--- src/rtl/frequency_window_controller_if.sv ---
// ---------------------------------------------------------------------------
// frequency_window_controller_if
// Groups every non-clock signal of the frequency window controller.
//   master : the controller (drives analyzer control and the result bus)
//   slave  : the environment (start/continuous requests, analyzer
//            accumulators, result consumer)
// Signals:
//   start, continuous             : measurement request / auto re-arm
//   analyzer_enable/_clear        : analyzer control (clear is active-low)
//   f0_value, f1_value, unknown   : analyzer tick accumulators
//   result_valid/_ready           : result handshake
//   result_symbol, result_f0/_f1/_unknown : captured decision and counts
//   busy, overrun                 : status (overrun is sticky)
// ---------------------------------------------------------------------------
interface frequency_window_controller_if;
  logic        start;
  logic        continuous;
  logic        analyzer_enable;
  logic        analyzer_clear;
  logic [31:0] f0_value;
  logic [31:0] f1_value;
  logic [31:0] unknown;
  logic        result_valid;
  logic        result_ready;
  logic [1:0]  result_symbol;
  logic [31:0] result_f0;
  logic [31:0] result_f1;
  logic [31:0] result_unknown;
  logic        busy;
  logic        overrun;

  modport master (
    input  start, continuous, f0_value, f1_value, unknown, result_ready,
    output analyzer_enable, analyzer_clear, result_valid, result_symbol,
           result_f0, result_f1, result_unknown, busy, overrun
  );

  modport slave (
    output start, continuous, f0_value, f1_value, unknown, result_ready,
    input  analyzer_enable, analyzer_clear, result_valid, result_symbol,
           result_f0, result_f1, result_unknown, busy, overrun
  );
endinterface

--- src/rtl/frequency_window_controller.sv ---
// ---------------------------------------------------------------------------
// frequency_window_controller
// Sequences one measurement of an external two-tone analyzer: clear it,
// enable it for a fixed window, let it drain, capture its accumulators and
// decide which symbol (f0 / f1 / ambiguous / none) dominated the window.
// Ports:
//   clock : single rising-edge clock
//   reset : synchronous, active-high
//   bus   : frequency_window_controller_if.master (see interface header)
// ---------------------------------------------------------------------------
module frequency_window_controller #(
  parameter int unsigned WINDOW_TICKS      = 500000,
  parameter int unsigned CLEAR_TICKS       = 2,
  parameter int unsigned DRAIN_TICKS       = 2,
  parameter int unsigned DOMINANCE_PERCENT = 60
) (
  input  logic                           clock,
  input  logic                           reset,
  frequency_window_controller_if.master  bus
);

  typedef enum logic [2:0] {
    IDLE     = 3'd0,
    CLEAR    = 3'd1,
    MEASURE  = 3'd2,
    DRAIN    = 3'd3,
    EVALUATE = 3'd4,
    PRESENT  = 3'd5
  } state_t;

  // Counters are loaded with (ticks - 1) on entry and leave at zero, so a
  // state lasts exactly its tick count and the counter never wraps.
  localparam logic [31:0] CLEAR_LOAD  = 32'(CLEAR_TICKS - 1);
  localparam logic [31:0] WINDOW_LOAD = 32'(WINDOW_TICKS - 1);
  localparam logic [31:0] DRAIN_LOAD  = 32'(DRAIN_TICKS - 1);

  state_t      state_q, state_d;
  logic [31:0] cnt_q, cnt_d;
  logic        overrun_q;
  logic [1:0]  symbol_q;
  logic [31:0] res_f0_q, res_f1_q, res_unk_q;
  logic        handshake_s;
  logic [1:0]  symbol_d;

  // Symbol decision; all arithmetic widened so nothing truncates.
  function automatic logic [1:0] decide(input logic [31:0] f0,
                                        input logic [31:0] f1,
                                        input logic [31:0] unk);
    logic [33:0] total;
    logic [40:0] f0_scaled, f1_scaled, threshold;
    logic [1:0]  sym;
    total     = {2'b00, f0} + {2'b00, f1} + {2'b00, unk};
    f0_scaled = {9'd0, f0} * 41'd100;
    f1_scaled = {9'd0, f1} * 41'd100;
    threshold = 41'(DOMINANCE_PERCENT) * {7'd0, total};
    if (total == 34'd0) begin
      sym = 2'd0;
    end else if ((f0 == f1) && (f0 != 32'd0)) begin
      sym = 2'd3;
    end else if ((f0 > f1) && (f0_scaled >= threshold)) begin
      sym = 2'd1;
    end else if ((f1 > f0) && (f1_scaled >= threshold)) begin
      sym = 2'd2;
    end else begin
      sym = 2'd0;
    end
    return sym;
  endfunction

  assign handshake_s = (state_q == PRESENT) && bus.result_ready;
  assign symbol_d    = decide(bus.f0_value, bus.f1_value, bus.unknown);

  // Next-state and phase-counter logic.
  always_comb begin
    state_d = state_q;
    cnt_d   = cnt_q;
    case (state_q)
      IDLE: begin
        if (bus.start) begin
          state_d = CLEAR;
          cnt_d   = CLEAR_LOAD;
        end else begin
          cnt_d = 32'd0;
        end
      end
      CLEAR: begin
        if (cnt_q == 32'd0) begin
          state_d = MEASURE;
          cnt_d   = WINDOW_LOAD;
        end else begin
          cnt_d = cnt_q - 32'd1;
        end
      end
      MEASURE: begin
        if (cnt_q == 32'd0) begin
          state_d = DRAIN;
          cnt_d   = DRAIN_LOAD;
        end else begin
          cnt_d = cnt_q - 32'd1;
        end
      end
      DRAIN: begin
        if (cnt_q == 32'd0) begin
          state_d = EVALUATE;
          cnt_d   = 32'd0;
        end else begin
          cnt_d = cnt_q - 32'd1;
        end
      end
      EVALUATE: begin
        state_d = PRESENT;
        cnt_d   = 32'd0;
      end
      PRESENT: begin
        // continuous is looked at only here, so mid-run changes wait for it.
        if (handshake_s && bus.continuous) begin
          state_d = CLEAR;
          cnt_d   = CLEAR_LOAD;
        end else if (handshake_s) begin
          state_d = IDLE;
          cnt_d   = 32'd0;
        end else begin
          cnt_d = 32'd0;
        end
      end
      default: begin
        state_d = IDLE;
        cnt_d   = 32'd0;
      end
    endcase
  end

  // State, counter and sticky overrun registers.
  always_ff @(posedge clock) begin
    if (reset) begin
      state_q   <= IDLE;
      cnt_q     <= 32'd0;
      overrun_q <= 1'b0;
    end else begin
      state_q   <= state_d;
      cnt_q     <= cnt_d;
      // A start outside IDLE is dropped, including alongside a handshake.
      overrun_q <= overrun_q | (bus.start && (state_q != IDLE));
    end
  end

  // Result capture; data is held through PRESENT and after the handshake.
  always_ff @(posedge clock) begin
    if (reset) begin
      symbol_q  <= 2'd0;
      res_f0_q  <= 32'd0;
      res_f1_q  <= 32'd0;
      res_unk_q <= 32'd0;
    end else if (state_q == EVALUATE) begin
      symbol_q  <= symbol_d;
      res_f0_q  <= bus.f0_value;
      res_f1_q  <= bus.f1_value;
      res_unk_q <= bus.unknown;
    end else begin
      symbol_q  <= symbol_q;
      res_f0_q  <= res_f0_q;
      res_f1_q  <= res_f1_q;
      res_unk_q <= res_unk_q;
    end
  end

  // Analyzer control decoded straight from the registered state.
  assign bus.analyzer_enable = (state_q == MEASURE);
  assign bus.analyzer_clear  = (state_q == MEASURE) || (state_q == DRAIN) ||
                               (state_q == EVALUATE) || (state_q == PRESENT);
  assign bus.result_valid    = (state_q == PRESENT);
  assign bus.busy            = (state_q != IDLE);
  assign bus.overrun         = overrun_q;
  assign bus.result_symbol   = symbol_q;
  assign bus.result_f0       = res_f0_q;
  assign bus.result_f1       = res_f1_q;
  assign bus.result_unknown  = res_unk_q;

endmodule

--- src/flat_wrapper.sv ---
// flat-port wrapper written by rule: the top's interface ports become plain ports
module frequency_window_controller_flat 
#(
  parameter int unsigned WINDOW_TICKS      = 500000,
  parameter int unsigned CLEAR_TICKS       = 2,
  parameter int unsigned DRAIN_TICKS       = 2,
  parameter int unsigned DOMINANCE_PERCENT = 60
)
  (clock, reset, bus_start, bus_continuous, bus_f0_value, bus_f1_value, bus_unknown, bus_result_ready, bus_analyzer_enable, bus_analyzer_clear, bus_result_valid, bus_result_symbol, bus_result_f0, bus_result_f1, bus_result_unknown, bus_busy, bus_overrun);
  frequency_window_controller_if bus_i ();
  input  logic clock;
  input  logic reset;
  input wire logic [$bits(bus_i.start)-1:0] bus_start;
  input wire logic [$bits(bus_i.continuous)-1:0] bus_continuous;
  input wire logic [$bits(bus_i.f0_value)-1:0] bus_f0_value;
  input wire logic [$bits(bus_i.f1_value)-1:0] bus_f1_value;
  input wire logic [$bits(bus_i.unknown)-1:0] bus_unknown;
  input wire logic [$bits(bus_i.result_ready)-1:0] bus_result_ready;
  output wire logic [$bits(bus_i.analyzer_enable)-1:0] bus_analyzer_enable;
  output wire logic [$bits(bus_i.analyzer_clear)-1:0] bus_analyzer_clear;
  output wire logic [$bits(bus_i.result_valid)-1:0] bus_result_valid;
  output wire logic [$bits(bus_i.result_symbol)-1:0] bus_result_symbol;
  output wire logic [$bits(bus_i.result_f0)-1:0] bus_result_f0;
  output wire logic [$bits(bus_i.result_f1)-1:0] bus_result_f1;
  output wire logic [$bits(bus_i.result_unknown)-1:0] bus_result_unknown;
  output wire logic [$bits(bus_i.busy)-1:0] bus_busy;
  output wire logic [$bits(bus_i.overrun)-1:0] bus_overrun;
  assign bus_i.start = bus_start;
  assign bus_i.continuous = bus_continuous;
  assign bus_i.f0_value = bus_f0_value;
  assign bus_i.f1_value = bus_f1_value;
  assign bus_i.unknown = bus_unknown;
  assign bus_i.result_ready = bus_result_ready;
  assign bus_analyzer_enable = bus_i.analyzer_enable;
  assign bus_analyzer_clear = bus_i.analyzer_clear;
  assign bus_result_valid = bus_i.result_valid;
  assign bus_result_symbol = bus_i.result_symbol;
  assign bus_result_f0 = bus_i.result_f0;
  assign bus_result_f1 = bus_i.result_f1;
  assign bus_result_unknown = bus_i.result_unknown;
  assign bus_busy = bus_i.busy;
  assign bus_overrun = bus_i.overrun;
  frequency_window_controller #(.WINDOW_TICKS(WINDOW_TICKS), .CLEAR_TICKS(CLEAR_TICKS), .DRAIN_TICKS(DRAIN_TICKS), .DOMINANCE_PERCENT(DOMINANCE_PERCENT)) u_core (.clock(clock), .reset(reset), .bus(bus_i));
endmodule
--- config.mk ---
export PLATFORM = sky130hd
export DESIGN_NAME = frequency_window_controller_flat
export DESIGN_NICKNAME = d
export VERILOG_FILES = /design/src/rtl/frequency_window_controller_if.sv /design/src/rtl/frequency_window_controller.sv /design/src/flat_wrapper.sv
export SDC_FILE = /design/constraint.sdc
export NUM_CORES = 1
export LEC_CHECK = 0
export CELL_PAD_IN_SITES_DETAIL_PLACEMENT = 2
export CELL_PAD_IN_SITES_GLOBAL_PLACEMENT = 2
export CORE_UTILIZATION = 25
export CTS_CLUSTER_SIZE = 8
export DETAILED_ROUTE_END_ITERATION = 10
export DONT_BUFFER_PORTS = 1
export GPL_ROUTABILITY_DRIVEN = 1
export GPL_TIMING_DRIVEN = 0
export PLACE_DENSITY = 0.66
export RECOVER_POWER = 25
export SKIP_CTS_REPAIR_TIMING = 1
export SLEW_MARGIN = 10
export SYNTH_ARGS = -nofsm -noshare
export SYNTH_HDL_FRONTEND = slang
export SYNTH_SLANG_ARGS = --single-unit
--- constraint.sdc ---
create_clock -name clock -period 9.3 [get_ports clock]
set_clock_uncertainty 0.05 [all_clocks]
set_input_delay 0.465 -clock clock [delete_from_list [all_inputs] [get_ports clock]]
set_output_delay 0.465 -clock clock [all_outputs]
set_load 0.01 [all_outputs]
## Yosys cells after proc, flatten, opt, wreduce, memory -nomap -nowiden

Index checks and enable logic that the tools add are counted.

- Order comparisons: 4
- Reduce and logical (&&, ||, !) cells: 15
- $add $sub $neg: 3
- Bitwise gates (word level): 1
- Multiplexer cells: 17
- Multipliers: 3
- Eq/ne operators: 11

Operators by type and width:

| kind | number |
|---|---|
| 32-bit one-hot mux with 5 select lines | 1 |
| 32-bit two-way mux | 3 |
| 39-bit by 40-bit >= comparator with 1-bit output | 2 |
| 32-bit by 5-bit multiplier with 37-bit output (second input constant) | 2 |
| 32-bit > comparator | 2 |
| 4-bit by 34-bit multiplier with 38-bit output (first input constant) | 1 |
| 34-bit by 32-bit adder with 34-bit output | 1 |
| 34-bit logical NOT | 1 |
| 32-bit by 32-bit adder with 33-bit output | 1 |
| 32-bit == test | 1 |
| 32-bit logical NOT | 1 |
| 32-bit nonzero test | 1 |
| 32-bit by 1-bit subtractor with 32-bit output (second input constant) | 1 |
| 3-bit two-way mux | 6 |
| 3-bit one-hot mux with 6 select lines | 1 |
| 2-bit two-way mux | 4 |
| 3-bit by 2-bit == test with 1-bit output (second input constant) | 2 |
| 3-bit == test (second input constant) | 2 |
| 1-bit logical AND | 6 |
| 2-bit by 1-bit inequality test with 1-bit output (second input constant) | 3 |
| 5-bit AND reduction | 1 |
| 3-bit by 1-bit == test with 1-bit output (second input constant) | 1 |
| 3-bit logical NOT | 1 |
| 1-bit logical OR | 3 |
| 5 further kinds | 6 |

- Bits in registers: 134
- Input bits: 101
- Logic and storage cells: 61

## Logic depth before layout (Yosys ltp)

Gate-level depths: netlist of run 1.

- Word-level depth: 9
- Gate-level depth with buffers: 49
- Mapped depth without buffers: 49

## Worst setup path before layout of run 1

No wires, ideal clock.

- Path kind: input-to-reg
- From: in bus_f1_value[0]
- To: reg u_core.symbol_q[1], in the netlist u_core.bus.result_symbol[1]
- Setup time: 0.058 ns
- Buffers on the path: 0
- Slack: 0.127 ns
- Cell stages on the path: 46
- Arrival: 9.064 ns
- Path through: ha_1 inv_1 fa_1 o21bai_1 a221oi_1 o21bai_1 a21o_1 a21oi_1 xnor2_1 ha_1 a21o_1 a21o_1 a21o_1 a31oi_1 o21bai_1 a21oi_1 nor2b_1 o21a_1 [10 not listed] o311a_1 o21ai_0 a31oi_1 o21a_1 o21a_1 o21a_1 o41ai_1 xnor2_1 ha_1 nand4_1 or3_1 nor3_1 nand2_1 a31oi_1 a2111oi_0 a211oi_1 a21o_1 a31o_1

- Cells in the longest elaborated chain, start to end: 9
- Elaborated cells between the ends (all ways): 17
- Classes of those cells: add/sub (2); mul (2); order compare (4); eq/ne (1); mux (4); reduce/logical (4)

Ends and longest elaborated chain:

| element | line | RTL |
|---|---|---|
| from (decl) | flat_wrapper.sv:16 | `input wire logic [$bits(bus_i.f1_value)-1:0] bus_f1_value;` |
| 32-bit by 32-bit adder with 33-bit output | frequency_window_controller.sv:52 | `total = {2'b00, f0} + {2'b00, f1} + {2'b00, unk};` |
| 34-bit by 32-bit adder with 34-bit output | frequency_window_controller.sv:52 |  |
| 4-bit by 34-bit multiplier with 38-bit output | frequency_window_controller.sv:55 | `threshold = 41'(DOMINANCE_PERCENT) * {7'd0, total};` |
| 39-bit by 40-bit >= comparator with 1-bit output | frequency_window_controller.sv:62 | `end else if ((f1 > f0) && (f1_scaled >= threshold)) begin` |
| 1-bit logical AND | frequency_window_controller.sv:62 |  |
| 2-bit two-way mux | frequency_window_controller.sv:62 |  |
| 2-bit two-way mux | frequency_window_controller.sv:60 | `end else if ((f0 > f1) && (f0_scaled >= threshold)) begin` |
| 2-bit two-way mux | frequency_window_controller.sv:58 | `end else if ((f0 == f1) && (f0 != 32'd0)) begin` |
| 2-bit two-way mux (*) | frequency_window_controller.sv:56 | `if (total == 34'd0) begin` |
| to (signal assigned) | frequency_window_controller.sv:155 | `symbol_q <= symbol_d;` |
| to (signal assigned) | frequency_window_controller.sv:160 | `symbol_q <= symbol_q;` |
| to (decl) | frequency_window_controller.sv:40 | `logic [1:0] symbol_q;` |

Mark *: on every way between the ends. The rest lies on a longest branch, timed or not.
A chain may end at the register's enable or synchronous reset.

## Final worst setup path of run 1

- From: in bus_f0_value[0]
- To: reg u_core.symbol_q[1], in the netlist u_core.bus.result_symbol[1]

- Cells in the longest elaborated chain, start to end: 9
- Elaborated cells between the ends (all ways): 18
- Classes of those cells: add/sub (2); mul (2); order compare (4); eq/ne (1); mux (4); reduce/logical (5)

Ends and longest elaborated chain:

| element | line | RTL |
|---|---|---|
| from (decl) | flat_wrapper.sv:15 | `input wire logic [$bits(bus_i.f0_value)-1:0] bus_f0_value;` |
| 32-bit by 32-bit adder with 33-bit output | frequency_window_controller.sv:52 |  |
| 34-bit by 32-bit adder with 34-bit output | frequency_window_controller.sv:52 |  |
| 4-bit by 34-bit multiplier with 38-bit output | frequency_window_controller.sv:55 |  |
| 39-bit by 40-bit >= comparator with 1-bit output | frequency_window_controller.sv:62 |  |
| 1-bit logical AND | frequency_window_controller.sv:62 |  |
| 2-bit two-way mux | frequency_window_controller.sv:62 |  |
| 2-bit two-way mux | frequency_window_controller.sv:60 |  |
| 2-bit two-way mux | frequency_window_controller.sv:58 |  |
| 2-bit two-way mux (*) | frequency_window_controller.sv:56 |  |

Marks and branches as above.

==> results of run 1 <==
-- sequential cells by signal, summed over array words and instances, names as in the netlist --
name	flops
u_core.state_q	3
u_core.bus.result_symbol	2
u_core.bus.overrun	1
u_core.cnt_q	32
u_core.bus.result_unknown	32
u_core.bus.result_f1	32
u_core.bus.result_f0	32
-- kinds of logic (layout without fill, tap and decap cells) --
family,count (synthesis),in the layout
flops,134,134
simple gates,642,642
buf+inv,489,571
xor+xnor,187,187
compound gates,596,596
other cells,0,2
fa+ha+maj,563,563
-- worst register-to-register path, delay by kind of cell, from the launching register on --
kind,cells,cell delay [ps]
AO/OA/AOI/OAI,2,1090
AND/OR/NAND/NOR,4,1670
flip-flops,1,350
-- per-stage QoR --
step                cell area, um^2  utilization, %  worst slack (ps)  cells
floorplan                     20700               -               127   2611
global placement              22100            26.9             -2520   3681
detailed placement            22100            26.9             -2680   3681
CTS                           22600            27.6             -2280   3713
global route                  23800            29.0              -632   3763
finish                        23800            29.0              -283   3765
-- final cells by class --
cell class,instances,area (um^2)
Fill cell,9523,58200
Multi-Input combinational cell,1988,17000
Sequential cell,134,2680
Inverter,444,1670
Tap cell,1070,1340
Clock buffer,19,443
Timing Repair Buffer,50,375
Buffer,45,169
Clock inverter,13,145
Antenna cell,2,5.00
-- routing by layer --
metal / up-vias / global-route usage, % / part of all wire (%)
li1: 8909 / - / -
met1: 9387 / 23.6 / 45
met2: 280 / 31.9 / 48
met3: 77 / 3.70 / 4.8
met4: 4 / 4.23 / 2.0
met5: - / 0 / 0.026
-- worst paths after layout --
check,slack (ps),end,cells past startpoint,startpoint
setup / recovery,-280,u_core.bus.result_symbol[1],45,bus_f0_value[0]
setup reg to reg,5990,u_core.cnt_q[8],6,u_core.cnt_q[24]
hold / removal,90,u_core.bus.result_f1[30],2,bus_f1_value[30]
hold reg to reg,420,u_core.cnt_q[11],2,u_core.cnt_q[11]
-- layout by cell type (no fill, tap or decap), types with 9 or more instances in the layout --
master / n
a211o_1: 10
a211oi_1: 11
a21o_1: 85
a21oi_1: 250
a21oi_2: 15
a31oi_1: 10
and3_1: 15
buf_4: 50
clkbuf_1: 44
clkbuf_16: 17
dfxtp_1: 134
fa_1: 111
ha_1: 435
ha_4: 9
inv_1: 436
nand2_1: 272
nand2b_1: 34
nand3_1: 31
nand4_1: 38
nor2_1: 122
nor2b_1: 23
nor3_1: 41
nor4_1: 12
o211ai_1: 10
o21a_1: 19
o21ai_0: 69
o21bai_1: 20
o31ai_1: 9
or3_1: 10
xnor2_1: 106
xnor2_2: 14
xor2_1: 57
==> results.sh, run 1 <==
export IMPL_clkTransAtPathRegs_ps=70
export IMPL_yosysWarnings=0
export IMPL_root_buffer="clkbuf_16"
export IMPL_cts_sinks=134
export IMPL_worstSkewPairLatency_ps=450
export IMPL_fmax_mhz=104
export IMPL_grt_max_degree=17
export IMPL_syn_nets=3273
export IMPL_synth_compound_area_share_pct=17.8
export IMPL_start_util_pct=25.3
export IMPL_worst_pin_slew_ps=1110
export IMPL_fin_crit_ps=9580
export IMPL_synth_cells=2611
export IMPL_io_pins=204
export IMPL_setup_ws_ps=-283
export IMPL_slowest_delay_ps=560
export IMPL_status="finished, violations left"
export IMPL_crit_buf_inv=4
export IMPL_ys_types=70
export IMPL_drv_slew=0
export IMPL_cts_htree_levels=4
export IMPL_syn_area_um2=20700
export IMPL_cp_end_kind="register"
export IMPL_path_delay_family="compound AO/OA/AOI/OAI gates"
export IMPL_fp_coreArea_um2=82000
export IMPL_die_y_um=290
export IMPL_fin_crit_sh_pct=103
export IMPL_io_buffer_count=0
export IMPL_routed_via_density=4.96
export IMPL_drt_iter0_drc=684
export IMPL_antenna_found_initial=5
export IMPL_hold_class="in2reg"
export IMPL_max_cap_violations=0
export IMPL_synth_commonest_cells="ha_1 (449), inv_1 (443), nand2_1 (274)"
export IMPL_cp_max_fo=5
export IMPL_cts_path_max_buffers=2
export IMPL_synth_edff_count=0
export IMPL_start_kind="input pin"
export IMPL_cp_data_required_time_ps=9650
export IMPL_first_pass_iters=5
export IMPL_row_count=105
export IMPL_crit_slowest_cell="fa_1"
export IMPL_yosys_area_top_type="ha_1"
export IMPL_grt_pass1_wl_um=120000
export IMPL_place_hpwl_um=68900
export IMPL_design_die_area_um2=84000
export IMPL_ys_ff_latch=134
export IMPL_finalSetupTns_ps=-283
export IMPL_routedWlPerCell_um=21.3
export IMPL_synth_top_family_by_area="adder cells"
export IMPL_hold_violations=0
export IMPL_grt_pass1_vias=20400
export IMPL_ys_seq_area_share_pct=12.9
export IMPL_synth_top_cell_area_share_pct=27.1
export IMPL_critPathKind="in2reg"
export IMPL_yosys_area_share_simple_pct=14.3
export IMPL_numCtsBuffers=17
export IMPL_yosys_top_cells_area="ha_1 (27%), dfxtp_1 (13%), fa_1 (11%)"
export IMPL_violations="negative setup slack"
export IMPL_grt_usage_pct=18.5
export IMPL_nets=3342
export IMPL_cts_tree="built"
export IMPL_rsz0062_at_grt="yes"
export IMPL_chipWidth_um=290
export IMPL_cp_data_arrival_time_ps=9930
export IMPL_postSynthAreaPerCell_um2=7.93
export IMPL_final_layout_size_suffix_gt1_share_pct=7.76
export IMPL_finalWeightedCongestion=0.843
export IMPL_synthFlopType="dfxtp_1"
export IMPL_synth_xor_area_share_pct=7.98
export IMPL_slew_headroom_pct=26.3
export IMPL_globalRoute_totalOverflow=0
export IMPL_routed_wl_um=80200
export IMPL_areaGrowthSynthToFinish_pct=14.8
export IMPL_synthAdderAreaFrac_pct=38.0
export IMPL_post_synth_top_count_cell="ha_1"
export IMPL_setup_violations=1
export IMPL_synth_mux_area_share_pct=0
export IMPL_dr_total_vias=18700
export IMPL_drc=0
export IMPL_hold_slack_ps=89.9
export IMPL_ant_nets=0
export IMPL_async_flop_share_pct=0
Power of run 1 is not shown: default switching activity piles up to over one toggle a cycle in this logic, so the estimate is an artifact.
==> inputs of run 2 (changes only) <==
- PLACE_DENSITY: 0.66 -> 0.63
- clock period: 9.3 -> 10.15 ns (I/O delays scaled with it)
==> run 2 against run 1 <==
Net effect:
- the run now ends clean
- first-iteration DRC count fell by 6.9%
- hold slack improved by 52 ps
- setup slack improved by 690 ps
- non-clock buffer count down 35
- clock-buffer cell count unchanged
- utilization is 0.68 points lower
- critical path depth decreased by 5
- cell area shrank 2.3%
- global-route usage about the same
- critical path type unchanged
- flip-flop and latch count is the same
==> results.sh, run 2 (same netlist as run 1, synthesis figures left out) <==
export IMPL_fp_coreArea_um2=82000
export IMPL_areaGrowthSynthToFinish_pct=12.1
export IMPL_crit_slowest_cell="xor2_1"
export IMPL_ant_nets=0
export IMPL_routed_wl_um=78700
export IMPL_drc=0
export IMPL_antennaDiodeCount=0
export IMPL_final_common_cell="ha_1"
export IMPL_status="finished clean"
export IMPL_chipWidth_um=290
export IMPL_root_buffer="clkbuf_16"
export IMPL_multi_input_area_um2=16700
export IMPL_start_kind="input pin"
export IMPL_rsz0062_at_grt="yes"
export IMPL_hold_violations=0
export IMPL_cp_end_kind="register"
export IMPL_critPathKind="in2reg"
export IMPL_first_pass_iters=5
export IMPL_final_layout_size_suffix_gt1_share_pct=4.78
export IMPL_reg2reg_from="u_core.cnt_q[2]"
export IMPL_routedWlPerCell_um=21.1
export IMPL_ff2ff_path_depth=9
export IMPL_regArea_um2=2680
export IMPL_grt_usage_pct=18.5
export IMPL_cp_data_arrival_time_ps=10040
export IMPL_design_die_area_um2=84000
export IMPL_grt_max_degree=17
export IMPL_worst_pin_slew_ps=1250
export IMPL_fillerInstances=9513
export IMPL_numCtsBuffers=17
export IMPL_hold_class="in2reg"
export IMPL_worstHoldEndpoint="u_core.bus.result_f1[27]"
export IMPL_slew_headroom_pct=16.4
export IMPL_setup_ws_ps=412
export IMPL_io_buffer_count=0
export IMPL_place_ws_ps=-2130
export IMPL_cts_sinks=134
export IMPL_dr_total_vias=18300
export IMPL_max_cap_violations=0
export IMPL_fin_crit_ps=9740
export IMPL_cts_tree="built"
export IMPL_worstSkewPairLatency_ps=440
export IMPL_place_hpwl_um=68700
export IMPL_nets=3307
export IMPL_start_util_pct=25.3
export IMPL_drt_iter0_drc=637
export IMPL_hp_start="bus_f1_value[27]"
export IMPL_cts_htree_levels=4
export IMPL_fmax_mhz=103
export IMPL_cp_max_fo=6
export IMPL_setup_violations=0
export IMPL_rrSetupSlack_ps=7030
export IMPL_cp_data_required_time_ps=10450
export IMPL_die_y_um=290
export IMPL_fin_crit_sh_pct=95.9
export IMPL_slowest_delay_ps=720
export IMPL_finalSetupTns_ps=0
export IMPL_whs_path_depth=2
export IMPL_globalRoute_totalOverflow=0
export IMPL_rr_endpoint="u_core.cnt_q[31]"
export IMPL_routed_via_density=4.91
export IMPL_hold_slack_ps=142
export IMPL_row_count=105
export IMPL_mostFrequentLayoutCells="ha_1 (446), inv_1 (442), nand2_1 (273)"
export IMPL_clkTransAtPathRegs_ps=70
export IMPL_grt_pass1_vias=20200
export IMPL_grt_pass1_wl_um=119000
export IMPL_drv_slew=0
export IMPL_io_pins=204
export IMPL_cts_path_max_buffers=2
export IMPL_finalWeightedCongestion=0.847
export IMPL_antenna_found_initial=2
run 2: cell count changes in the layout (fill, tap and decap cells not counted), moves of 6 or more:
cell     change
buf_4       -35
inv_1        +6
ha_4         -8
a21oi_1      +7
ha_1        +11
run 2: how the worst max path moves through the flow:
| stage | start | depth (start not counted) | slack, ps | end |
|---|---|---|---|---|
| global placement | bus_f1_value[1] | 44 | -1900 | u_core.bus.result_symbol[1] |
| global route | bus_f1_value[0] | 47 | -130 | u_core.bus.result_symbol[1] |
| floorplan | bus_f1_value[0] | 46 | 930 | u_core.bus.result_symbol[1] |
| CTS | bus_f1_value[1] | 44 | -1660 | u_core.bus.result_symbol[1] |
| finish | bus_f1_value[0] | 40 | 410 | u_core.bus.result_symbol[0] |
| detailed placement | bus_f1_value[1] | 44 | -2130 | u_core.bus.result_symbol[1] |
run 2: layer usage:
metal | vias to the layer above | track usage (%) | share of wire, %
met5 | - | 0 | 0
met4 | 0 | 6.64 | 3.7
met3 | 87 | 2.96 | 3.4
met2 | 262 | 31.8 | 48
met1 | 9115 | 23.1 | 45
li1 | 8854 | - | -
run 2: critical path: cells and delay by family:
family	cells	cell delay, ps
AO/OA/AOI/OAI	15	3830
XOR/XNOR	3	1170
adder cells (fa/ha/maj)	7	2470
buffers and inverters	5	630
AND/OR/NAND/NOR	10	1420
run 2: final cells by class:
| cell class | count | share of cell area (%) |
|---|---|---|
| Buffer | 45 | 0.727 |
| Clock buffer | 19 | 1.91 |
| Clock inverter | 12 | 0.555 |
| Inverter | 444 | 7.17 |
| Multi-Input combinational cell | 1988 | 71.8 |
| Sequential cell | 134 | 11.5 |
| Tap cell | 1070 | 5.76 |
| Timing Repair Buffer | 15 | 0.485 |
run 2: through the flow:
stage | instance area, um^2 | util [%] | instances
6_report | 23200 | 28.3 | 3727
5_1_grt | 23200 | 28.3 | 3727
4_1_cts | 22600 | 27.6 | 3712
3_5_place_dp | 22100 | 26.9 | 3681
3_3_place_gp | 22100 | 26.9 | 3681
2_1_floorplan | 20700 | - | 2611
Power of run 2 is left out for the same reason.
==> inputs of run 3 (changes only) <==
- clock period: 10.15 -> 12.6 ns (I/O delays scaled with it)
==> run 3 against run 2 <==
Net effect:
- critical path depth rose by 3
- flip-flop and latch count is the same
- register-to-register slack better by 2500 ps
- first-iteration DRC count grew 0.16%
==> results.sh, run 3 (same netlist as run 1, synthesis figures left out) <==
export IMPL_die_y_um=290
export IMPL_status="finished clean"
export IMPL_critPathKind="in2reg"
export IMPL_nets=3292
export IMPL_areaGrowthSynthToFinish_pct=9.27
export IMPL_use_met2_pct=31.8
export IMPL_grt_max_degree=17
export IMPL_routed_wl_um=78200
export IMPL_dr_total_vias=18400
export IMPL_io_buffer_count=0
export IMPL_met3_usage_pct=2.96
export IMPL_drt_iter0_drc=638
export IMPL_place_hpwl_um=68700
export IMPL_cp_max_fo=6
export IMPL_drc=0
export IMPL_slowest_delay_ps=650
export IMPL_design_die_area_um2=84000
export IMPL_first_pass_iters=4
export IMPL_crit_slowest_cell="xor2_1"
export IMPL_row_count=105
export IMPL_rrSetupSlack_ps=9480
export IMPL_cts_sinks=134
export IMPL_fmax_mhz=86.4
export IMPL_chipWidth_um=290
export IMPL_worstHoldEndpoint="u_core.bus.result_f1[8]"
export IMPL_finalWeightedCongestion=0.847
export IMPL_grt_pass1_wl_um=119000
export IMPL_final_common_cell="ha_1"
export IMPL_regArea_um2=2680
export IMPL_max_cap_violations=0
export IMPL_numCtsBuffers=17
export IMPL_routed_via_density=4.95
export IMPL_rsz0062_at_grt="no"
export IMPL_finalSetupTns_ps=0
export IMPL_mostFrequentLayoutCells="ha_1 (449), inv_1 (443), nand2_1 (274)"
export IMPL_cp_data_arrival_time_ps=11910
export IMPL_routedWlPerCell_um=21.0
export IMPL_globalRoute_totalOverflow=0
export IMPL_setup_violations=0
export IMPL_grt_pass1_vias=20200
export IMPL_antenna_found_initial=3
export IMPL_cts_htree_levels=4
export IMPL_hold_violations=0
export IMPL_fp_coreArea_um2=82000
export IMPL_ff2ff_path_depth=9
export IMPL_grt_usage_pct=18.5
export IMPL_slew_headroom_pct=18.2
export IMPL_cp_data_required_time_ps=12950
export IMPL_grt_busiest_layer="met2"
export IMPL_io_pins=204
export IMPL_rr_endpoint="u_core.cnt_q[31]"
export IMPL_clkTransAtPathRegs_ps=70
export IMPL_cp_end_kind="register"
export IMPL_worstSkewPairLatency_ps=450
export IMPL_final_layout_size_suffix_gt1_share_pct=2.01
export IMPL_multi_input_area_um2=16200
export IMPL_fin_crit_ps=11570
export IMPL_ant_nets=0
export IMPL_start_util_pct=25.3
export IMPL_whs_path_depth=2
export IMPL_root_buffer="clkbuf_16"
export IMPL_fillerInstances=9556
export IMPL_cts_path_max_buffers=2
export IMPL_reg2reg_from="u_core.cnt_q[2]"
export IMPL_grt_use_met1_pct=23.1
export IMPL_cts_tree="built"
export IMPL_hold_class="in2reg"
export IMPL_hp_start="bus_f1_value[8]"
export IMPL_drv_slew=0
export IMPL_start_kind="input pin"
export IMPL_worst_pin_slew_ps=1230
export IMPL_fin_crit_sh_pct=91.8
==> run 3: final cells by class <==
cell class                 count  share of cell area, %
tap                         1070                   5.91
multi-input combinational   1988                   71.6
inverter                     444                   7.36
buffer                        45                  0.746
clock inverter                12                  0.569
antenna                        1                 0.0111
clock buffer                  19                   1.96
sequential                   134                   11.9
==> run 3: metrics by stage <==
step | cells | utilization [%] | setup slack, ps | instance area [um^2] | hold slack [ps]
after floorplan | 2611 | - | 3260 | 20700 | 389
after global placement | 3681 | 26.9 | 425 | 22100 | 400
after detailed placement | 3681 | 26.9 | 202 | 22100 | 423
after CTS | 3712 | 27.6 | 667 | 22600 | 235
after global routing | 3712 | 27.6 | 93.8 | 22600 | 254
final | 3713 | 27.6 | 1030 | 22600 | 265
==> run 3: worst max-delay path, delay by kind of cell <==
family / cells / cell delay (ps)
AO/OA/AOI/OAI: 25 / 5740
adder cells (fa/ha/maj): 6 / 2340
AND/OR/NAND/NOR: 6 / 1710
XOR/XNOR: 3 / 1070
buffers and inverters: 3 / 380
==> run 3: worst max-delay path by stage <==
stage                    startpoint                     endpoint  cells after the start
floorplan           bus_f1_value[0]  u_core.bus.result_symbol[1]                     46
global placement    bus_f1_value[1]  u_core.bus.result_symbol[1]                     44
detailed placement  bus_f1_value[1]  u_core.bus.result_symbol[1]                     44
CTS                 bus_f1_value[1]  u_core.bus.result_symbol[1]                     44
global route        bus_f1_value[1]  u_core.bus.result_symbol[1]                     44
finish              bus_f1_value[1]  u_core.bus.result_symbol[1]                     43
==> run 3: per-layer routing <==
layer	share of wire, %	wire (um)
met1	45	35400
met2	47	36900
met3	3.5	2750
met4	3.9	3020
met5	0	0
Power of run 3 is left out for the same reason.
